===== src/rtl/multdiv_seq_pkg.sv =====
`default_nettype none
// ============================================================================
// Module      : multdiv_seq_pkg
// Description : Shared definitions for the multiply/divide sequencer.
//               Contents: FSM state encoding, rstatus exception codes, the
//               ALU op codes that identify mul/div in execute, and a helper
//               that maps (exception, op kind) to an rstatus code.
// Revision    : 1.0 - initial release
// ============================================================================
package multdiv_seq_pkg;

   typedef enum logic [1:0] {
      ST_IDLE  = 2'd0,
      ST_ISSUE = 2'd1,
      ST_WAIT  = 2'd2,
      ST_DONE  = 2'd3
   } md_state_e;

   localparam logic [2:0] STATUS_MUL = 3'd4;
   localparam logic [2:0] STATUS_DIV = 3'd5;

   localparam logic [4:0] ALUOP_MUL  = 5'b00110;
   localparam logic [4:0] ALUOP_DIV  = 5'b00111;

   // rstatus is only non-zero when the operation raised an exception.
   function automatic logic [2:0] status_code(input logic exc, input logic is_div);
      if (!exc) begin
         return 3'd0;
      end
      return is_div ? STATUS_DIV : STATUS_MUL;
   endfunction

endpackage
`default_nettype wire


===== src/rtl/md_watchdog_counter.sv =====
`default_nettype none
// ============================================================================
// Module      : md_watchdog_counter
// Description : Watchdog for the multiply/divide WAIT state. Counts enabled
//               cycles from zero and raises a terminal-count flag once the
//               count reaches TIMEOUT_CYCLES-1, where it then holds.
// Ports       : clk       - clock
//               rst_n     - asynchronous active-low reset
//               i_clear   - synchronous clear to zero (priority over enable)
//               i_enable  - advance the count this cycle
//               o_tc      - count == TIMEOUT_CYCLES-1
// Revision    : 1.0 - initial release
// ============================================================================
module md_watchdog_counter #(
   parameter int TIMEOUT_CYCLES = 40
) (
   input  logic clk,
   input  logic rst_n,
   input  logic i_clear,
   input  logic i_enable,
   output logic o_tc
);

   localparam int            CW         = (TIMEOUT_CYCLES > 1) ? $clog2(TIMEOUT_CYCLES) : 1;
   localparam logic [CW-1:0] C_TERMINAL = CW'(TIMEOUT_CYCLES - 1);

   logic [CW-1:0] r_count;

   always_ff @(posedge clk or negedge rst_n) begin
      if (!rst_n) begin
         r_count <= '0;
      end else if (i_clear) begin
         r_count <= '0;
      end else if (i_enable && !o_tc) begin
         r_count <= r_count + CW'(1);
      end
   end

   assign o_tc = (r_count == C_TERMINAL);

endmodule
`default_nettype wire


===== src/rtl/multdiv_sequencer.sv =====
`default_nettype none
// ============================================================================
// Module      : multdiv_sequencer
// Description : Execute-stage controller for the iterative multiply/divide
//               unit. Detects mul/div in execute, captures operands, issues a
//               one-cycle start pulse, stalls the pipeline until the unit is
//               ready (or the watchdog expires), then presents the result and
//               an rstatus code for one cycle.
// Config      : MULTDIV_DIV0_BYPASS_EN - when defined, divide-by-zero is
//               resolved locally without launching the unit.
// Ports       : clk, rst_n                     - clock, async active-low reset
//               ex_is_mult, ex_is_div, ex_kill - execute-stage instruction info
//               ex_operand_a/b                 - execute-stage operands
//               md_result, md_exception,
//               md_ready                       - unit response
//               md_ctrl_mult/div               - one-cycle start pulses
//               md_operand_a/b                 - registered operands to unit
//               stall                          - pipeline freeze
//               res_valid, res_data,
//               res_exception, res_status      - result presentation
// Revision    : 1.0 - initial release
// ============================================================================
module multdiv_sequencer
   import multdiv_seq_pkg::*;
#(
   parameter int WIDTH          = 32,
   parameter int TIMEOUT_CYCLES = 40
) (
   input  logic             clk,
   input  logic             rst_n,
   input  logic             ex_is_mult,
   input  logic             ex_is_div,
   input  logic             ex_kill,
   input  logic [WIDTH-1:0] ex_operand_a,
   input  logic [WIDTH-1:0] ex_operand_b,
   input  logic [WIDTH-1:0] md_result,
   input  logic             md_exception,
   input  logic             md_ready,
   output logic             md_ctrl_mult,
   output logic             md_ctrl_div,
   output logic [WIDTH-1:0] md_operand_a,
   output logic [WIDTH-1:0] md_operand_b,
   output logic             stall,
   output logic             res_valid,
   output logic [WIDTH-1:0] res_data,
   output logic             res_exception,
   output logic [WIDTH-1:0] res_status
);

   md_state_e        r_state;
   md_state_e        w_next_state;
   logic             r_op_div;
   logic [WIDTH-1:0] r_op_a;
   logic [WIDTH-1:0] r_op_b;
   logic [WIDTH-1:0] r_res_data;
   logic             r_res_exc;

   logic             w_detect;
   logic             w_detect_div;
   logic             w_bypass;
   logic             w_wd_clear;
   logic             w_wd_enable;
   logic             w_wd_tc;
   logic             w_timeout;

   // Gated by rst_n so stall stays low while reset is held.
   assign w_detect     = rst_n & (ex_is_mult | ex_is_div) & ~ex_kill;
   // Mult wins when both decode flags are set.
   assign w_detect_div = ex_is_div & ~ex_is_mult;

`ifdef MULTDIV_DIV0_BYPASS_EN
   assign w_bypass = w_detect & w_detect_div & (ex_operand_b == '0);
`else
   assign w_bypass = 1'b0;
`endif

   assign w_timeout = (r_state == ST_WAIT) & ~md_ready & w_wd_tc;

   md_watchdog_counter #(
      .TIMEOUT_CYCLES (TIMEOUT_CYCLES)
   ) u_watchdog (
      .clk      (clk),
      .rst_n    (rst_n),
      .i_clear  (w_wd_clear),
      .i_enable (w_wd_enable),
      .o_tc     (w_wd_tc)
   );

   always_ff @(posedge clk or negedge rst_n) begin
      if (!rst_n) begin
         r_state <= ST_IDLE;
      end else begin
         r_state <= w_next_state;
      end
   end

   always_comb begin
      w_next_state = r_state;
      stall        = 1'b0;
      md_ctrl_mult = 1'b0;
      md_ctrl_div  = 1'b0;
      w_wd_clear   = 1'b0;
      w_wd_enable  = 1'b0;
      case (r_state)
         ST_IDLE: begin
            stall = w_detect;
            if (w_bypass) begin
               w_next_state = ST_DONE;
            end else if (w_detect) begin
               w_next_state = ST_ISSUE;
            end
         end
         ST_ISSUE: begin
            stall        = 1'b1;
            md_ctrl_mult = ~r_op_div;
            md_ctrl_div  = r_op_div;
            w_wd_clear   = 1'b1;
            // An early ready from the unit is accepted straight away.
            w_next_state = md_ready ? ST_DONE : ST_WAIT;
         end
         ST_WAIT: begin
            stall = 1'b1;
            if (md_ready || w_wd_tc) begin
               w_next_state = ST_DONE;
            end else begin
               w_wd_enable = 1'b1;
            end
         end
         ST_DONE: begin
            // Stall released: the pipeline retires the mul/div this cycle.
            w_next_state = ST_IDLE;
         end
         default: begin
            w_next_state = ST_IDLE;
         end
      endcase
   end

   always_ff @(posedge clk or negedge rst_n) begin
      if (!rst_n) begin
         r_op_div   <= 1'b0;
         r_op_a     <= '0;
         r_op_b     <= '0;
         r_res_data <= '0;
         r_res_exc  <= 1'b0;
      end else begin
         if ((r_state == ST_IDLE) && w_detect) begin
            r_op_div <= w_detect_div;
            r_op_a   <= ex_operand_a;
            r_op_b   <= ex_operand_b;
         end
         if (w_bypass && (r_state == ST_IDLE)) begin
            r_res_data <= '0;
            r_res_exc  <= 1'b1;
         end else if (((r_state == ST_ISSUE) || (r_state == ST_WAIT)) && md_ready) begin
            r_res_exc  <= md_exception;
            r_res_data <= md_exception ? '0 : md_result;
         end else if (w_timeout) begin
            r_res_exc  <= 1'b1;
            r_res_data <= '0;
         end
      end
   end

   assign md_operand_a  = r_op_a;
   assign md_operand_b  = r_op_b;
   assign res_valid     = (r_state == ST_DONE);
   assign res_data      = res_valid ? r_res_data : '0;
   assign res_exception = res_valid & r_res_exc;
   assign res_status    = res_valid ? WIDTH'(status_code(r_res_exc, r_op_div)) : '0;

endmodule
`default_nettype wire


===== config.mk =====
export PLATFORM = sky130hd
export DESIGN_NAME = multdiv_sequencer
export DESIGN_NICKNAME = d
export VERILOG_FILES = /design/src/rtl/multdiv_seq_pkg.sv /design/src/rtl/md_watchdog_counter.sv /design/src/rtl/multdiv_sequencer.sv
export SDC_FILE = /design/constraint.sdc
export NUM_CORES = 1
export LEC_CHECK = 0
export BUFFER_PORTS_ARGS = -buffer_cell sky130_fd_sc_hd__buf_2
export CORE_MARGIN = 1.5
export CORE_UTILIZATION = 42
export DETAILED_ROUTE_END_ITERATION = 10
export GPL_TIMING_DRIVEN = 0
export PLACE_DENSITY_LB_ADDON = 0.15
export SLEW_MARGIN = 20
export SYNTH_ARGS = -nofsm -noshare
export SYNTH_HDL_FRONTEND = slang
export SYNTH_SLANG_ARGS = --single-unit

===== constraint.sdc =====
create_clock -name clk -period 1.8 [get_ports clk]
set_input_delay 0.09 -clock clk [delete_from_list [all_inputs] [get_ports clk]]
set_output_delay 0.09 -clock clk [all_outputs]
set_load 0.1 [all_outputs]

; Yosys cells after proc, flatten, opt, wreduce, memory -nomap -nowiden
; Index checks and enable logic that the tools add are counted.
[totals]
reg_bits = 106
latch_bits = 0
mem_bits_rw = 0
romBits = 0
inputBits = 103
output_inout_bits = 133
word_cells = 57
mem_count = 0
[op_classes]
add_sub_neg = 1
mul = 0
div = 0
order_cmp = 0
eq_ne = 6
shifts = 0
n_mux = 21
bitwise = 11
n_reduce_logical = 11
[op_table]
columns = cell, count
row1 = 32-bit 2-to-1 mux, 4
row2 = 6-bit 2-to-1 mux, 2
row3 = 1-bit 2-to-1 mux, 9
row4 = 2-bit case mux with 4 select lines, 1
row5 = 6-bit by 1-bit adder with 6-bit output (second input constant), 1
row6 = 1-bit AND, 6
row7 = 6-bit == test (second input constant), 1
row8 = 3-bit 2-to-1 mux, 2
row9 = 2-bit == test (second input constant), 2
row10 = 2-bit 2-to-1 mux, 2
row11 = 2-bit inequality test (second input constant), 2
row12 = 1-bit inverter, 4
row13 = 2-bit nonzero test, 2
row14 = 1-bit logical AND, 3
row15 = 2-bit by 1-bit == test with 1-bit output (second input constant), 1
row16 = 2-bit logical NOT, 1
row17 = 1-bit logical OR, 2
row18 = 1-bit case mux with 2 select lines, 1
row19 = 2-bit AND reduction, 1
row20 = 2-bit OR reduction, 1
row21 = 1-bit logical NOT, 1
row22 = 1-bit bitwise OR, 1

; Depth between registers and ports, before layout
[logic_depth]
ltp_word = 7
ltp_mapped = 8
ltp_nobuf = 6

; By module
; From an unflattened synthesis, not the netlist that was laid out.
[hier_totals]
hier_cells = 351
hier_area_um2 = 4927.2
[by_module_without_submodules]
columns = mod, n_inst, cells_each, area_per_inst_um2, seq_area_each_um2
row1 = multdiv_sequencer, 1, 311, 4525.6, 2502.4
row2 = md_watchdog_counter, 1, 40, 401.6, 150.1

; Worst setup path before layout
; OpenSTA, ideal clock, no wires.
[synth_timing]
kind = register to output
start = register r_state[1]
end = output port res_status[2]
arrival_time_ns = 2.769
required_ns = 1.710
setup_slack_ns = -1.059
stages_incl_launch_ff = 5
n_path_buf = 2
path_cell_list = dfrtp_1 -> ha_1 -> clkbuf_1 -> and2_1 -> buf_4
[synth_between]
elab_chain_cells = 2
[synth_lines]
columns = element, line
row1 = "start, declared", multdiv_sequencer.sv:50  ; md_state_e r_state;
row2 = "start signal, assigned", multdiv_sequencer.sv:93  ; r_state <= w_next_state;
row3 = 2-bit == test, multdiv_sequencer.sv:167  ; assign res_valid = (r_state == ST_DONE);
row4 = net res_valid, multdiv_sequencer.sv:44  ; output logic res_valid,
row5 = 3-bit 2-to-1 mux, multdiv_sequencer.sv:170  ; assign res_status = res_valid ? WIDTH'(status_code(r_res_exc, r_op_div)) : '0;
row6 = "end, declared", multdiv_sequencer.sv:47  ; output logic [WIDTH-1:0] res_status
; The timed path passes the listed nets, and every way through them passes these cells.

; Worst setup path after layout
[layout_timing]
start = register r_state[1]
end = output port stall
[layout_between]
elab_chain_cells = 3
elab_cells_between_ends = 5
cone_classes = eq/ne (2) / mux (1) / reduce/logical (2)
[layout_lines]
columns = element, line
row1 = 2-bit by 1-bit == test with 1-bit output / 2-bit == test (equally long branches), multdiv_sequencer.sv:104  ; case (r_state)
row2 = 2-bit OR reduction (no source line), -
row3 = 1-bit case mux with 2 select lines *, multdiv_sequencer.sv:104
row4 = "end, declared", multdiv_sequencer.sv:43  ; output logic stall,
; Mark *: on every way between the ends. The rest lies on a longest branch, timed or not.

==> results by group <==
Worst setup path
  – Worst EP arrival: 1860 ps
  – CP dominant cell by count: buf_12
  – R2R setup slack: -150 ps
  – FF-to-FF End: md_operand_a[6]$_DFFE_PN0P_
  – R2R depth: 9
  – CP peak stage delay: 410 ps
  – Crit path max-delay cell type: dfrtp_2
  – Crit Path Max Fanout: 2
  – Worst Setup Start Kind: flop
  – CP cell instances: inv_2 -> ha_4 -> and3b_1 -> nor2b_4 -> buf_12 -> buf_12 -> nor2_2 -> nor2_4 -> buf_12
  – Crit Path Class: flop to output pin
  – Critical Path RT: 1710 ps
  – FF-to-FF Start: r_state[1]$_DFFE_PN0P_
  – Worst Setup End Kind: output pin

Synthesis
  – Netlist cell types: 38
  – Cell area after synthesis: 5090 um^2
  – Register area share after synthesis: 52.2%
  – Yosys reg bits: 106
  – Post-synth top flop: dfrtp_1
  – EDFF count, synth: 0
  – Syn Area/Cell: 13.5 um^2
  – Total of warnings raised by yosys: 0
  – Fraction of registers with async set/reset: 100%
  – Cells after synthesis: 377

CTS
  – Clk_lat worst skew: 340 ps
  – CTS root buf: clkbuf_16
  – CTS max path bufs: 2
  – Clock Pin Slew Worst Setup and Hold Paths: 70 ps
  – H-tree depth: 3
  – Total CTS buffers: 9
  – Clk sinks: 106
  – CTS tree: built

STA
  – Fin. Hold Viols: 0
  – Setup TNS: -3320 ps
  – Max Freq: 514 MHz
  – Period utilisation layout: 108%
  – Final min period: 1950 ps
  – Final setup violation count: 81
  – Number of max-slew violations in the final report: 0
  – Unrepaired setup endpoints after global routing: true
  – Final WS setup: -146 ps
  – Setup Skew: 9.01 ps

Place
  – Placer's final routability congestion estimate: 0.744
  – Detailed-placement wirelength estimate: 8.50 mm
  – Placement Setup Slack: -404 ps
  – Count of input and output buffers: 204

Global routing
  – First-pass GRT wire length: 21.1 mm
  – Total congestion overflow: 0
  – Vias in the first global route: 4,152
  – Total track usage: 21.1%
  – Largest net degree at the start of global routing: 65
  – Initial antenna violation count: 0

Status
  – Failing checks: negative setup slack
  – Status: finished with violations

Finish
  – Fraction of layout cells with a size suffix above 1: 56.9%
  – N_diodes: 0
  – Commonest non-fill, non-tap cell in the layout: buf_2
  – Area growth from synthesis to layout: 65.4%
  – Fill count: 793
  – Area of the multi-input gates: 2220 um^2
  – Layout Nets: 823
  – FF+latch area: 2650 um^2
  – Most frequent cells in the layout: buf_2, dfrtp_1, dlygate4sd3_1, mux2_4, buf_4

Routing
  – Remaining DRCs: 0
  – Pre-antenna DRT Iters: 4
  – Post-DRT Antenna Nets: 0
  – WL final: 13.5 mm
  – Vias per cell: 4.68
  – DRT iter0 DRCs: 133
  – WL/cell: 15.6 um
  – DR vias: 4,053

Hold path
  – HP Class: primary input to flop
  – Worst Hold Endpoint: r_op_div$_DFFE_PN0P_
  – Hold path depth: 3
  – HP Start: ex_is_div

Floorplanning
  – Core box area: 11,900 um^2
  – Die area: 12,800 um^2
  – Ports: 236
  – Die height: 113 um
  – Rows: 40
  – Die span in x: 113 um
  – Initial Util: 42.7%

Job
  – Max-cap viol count: 0
==> cell families (layout without fill, tap and decap cells) <==
group | count (synthesis) | count (layout) | synth area share [%]
flops | 106 | 106 | 52.2
simple gates | 95 | 95 | 12.2
mux | 67 | 67 | 18.4
buf+inv | 58 | 371 | 8.66
compound gates | 41 | 41 | 6.52
fa+ha+maj | 6 | 6 | 1.48
xor+xnor | 3 | 3 | 0.517
other cells | 1 | 30 | 0.0737
==> what timing repair did <==
| item | CTS | global route |
|---|---|---|
| cloned | 4 | 1 |
| endpoints found under the setup margin | 130 | 93 |
| pin swaps | 1 | 3 |
| hold endpoints to repair | 107 | 0 |
| hold buffers | 69 | 0 |
| buffers inserted | 14 | 5 |
| gates resized for setup | 161 | 41 |
==> worst max-delay path: cells and delay by family (launching register included) <==
kind / cells / cell delay (ps)
adders and majority gates: 1 / 130
buffers and inverters: 4 / 470
DFF: 1 / 410
and+or+nand+nor: 4 / 490
==> Yosys cell counts, types with 2 or more instances <==
| cell | count | area (um^2) |
|---|---|---|
| buf_2 | 4 | 20.0 |
| nand4_1 | 2 | 12.5 |
| and3_1 | 3 | 18.8 |
| xor2_1 | 3 | 26.3 |
| buf_4 | 32 | 240 |
| a21oi_1 | 6 | 30.0 |
| a31o_1 | 29 | 254 |
| mux2i_1 | 2 | 20.0 |
| nor2_1 | 8 | 30.0 |
| inv_1 | 2 | 7.51 |
| dfrtp_1 | 106 | 2650 |
| ha_1 | 6 | 75.1 |
| a31o_2 | 3 | 26.3 |
| and2_1 | 34 | 213 |
| buf_12 | 6 | 120 |
| mux2_4 | 49 | 736 |
| nand2_1 | 4 | 15.0 |
| nor3b_1 | 32 | 240 |
| mux2_2 | 15 | 169 |
| clkbuf_1 | 13 | 48.8 |
==> cell type report <==
cell class / instances / share of cell area [%]
sequential: 106 / 31.6
timing repair buffer: 298 / 30.3
multi-input combinational: 242 / 26.4
buffer: 55 / 5.68
clock buffer: 11 / 3.01
tap: 147 / 2.19
clock inverter: 5 / 0.729
inverter: 2 / 0.0893
==> worst max path at each step <==
| stage | startpoint | end | slack [ps] | cells past startpoint |
|---|---|---|---|---|
| 2_1_floorplan | r_state[0]$_DFFE_PN0P_ | stall | -180 | 8 |
| 3_3_place_gp | rst_n | stall | -1760 | 8 |
| 3_5_place_dp | r_state[0]$_DFFE_PN0P_ | stall | -400 | 9 |
| 4_1_cts | r_state[0]$_DFFE_PN0P_ | stall | -170 | 9 |
| 5_1_grt | r_state[1]$_DFFE_PN0P_ | stall | -220 | 9 |
| 6_report | r_state[1]$_DFFE_PN0P_ | stall | -150 | 9 |
==> flip-flops by register name, indices dropped and copies added (netlist names) <==
name and count:
md_operand_a 32, r_state 2, r_op_div 1, r_res_data 32, u_watchdog.r_count 6, md_operand_b 32, r_res_exc 1
==> per-layer routing <==
| metal | share of wire (%) | up-vias | global-route usage [%] |
|---|---|---|---|
| li1 | - | 1923 | - |
| met1 | 42 | 1954 | 26.5 |
| met2 | 51 | 161 | 36.2 |
| met3 | 5.9 | 15 | 4.45 |
| met4 | 1.4 | 0 | 7.58 |
| met5 | 0 | - | 0 |
==> stage by stage <==
step                      area (um^2)  std cells  util, %  hold WS, ps
after CTS                        8250        860     69.3         59.7
final                            8410        866     70.6         65.6
after detailed placement         6500        758     54.6         43.2
after global routing             8410        866     70.6         79.5
after global placement           6460        757     54.3          309
after floorplan                  5260        406        -         -206
Power is left out: the tool's default activity adds up to more than one toggle a clock period on the data nets, which glitch-free logic cannot reach.
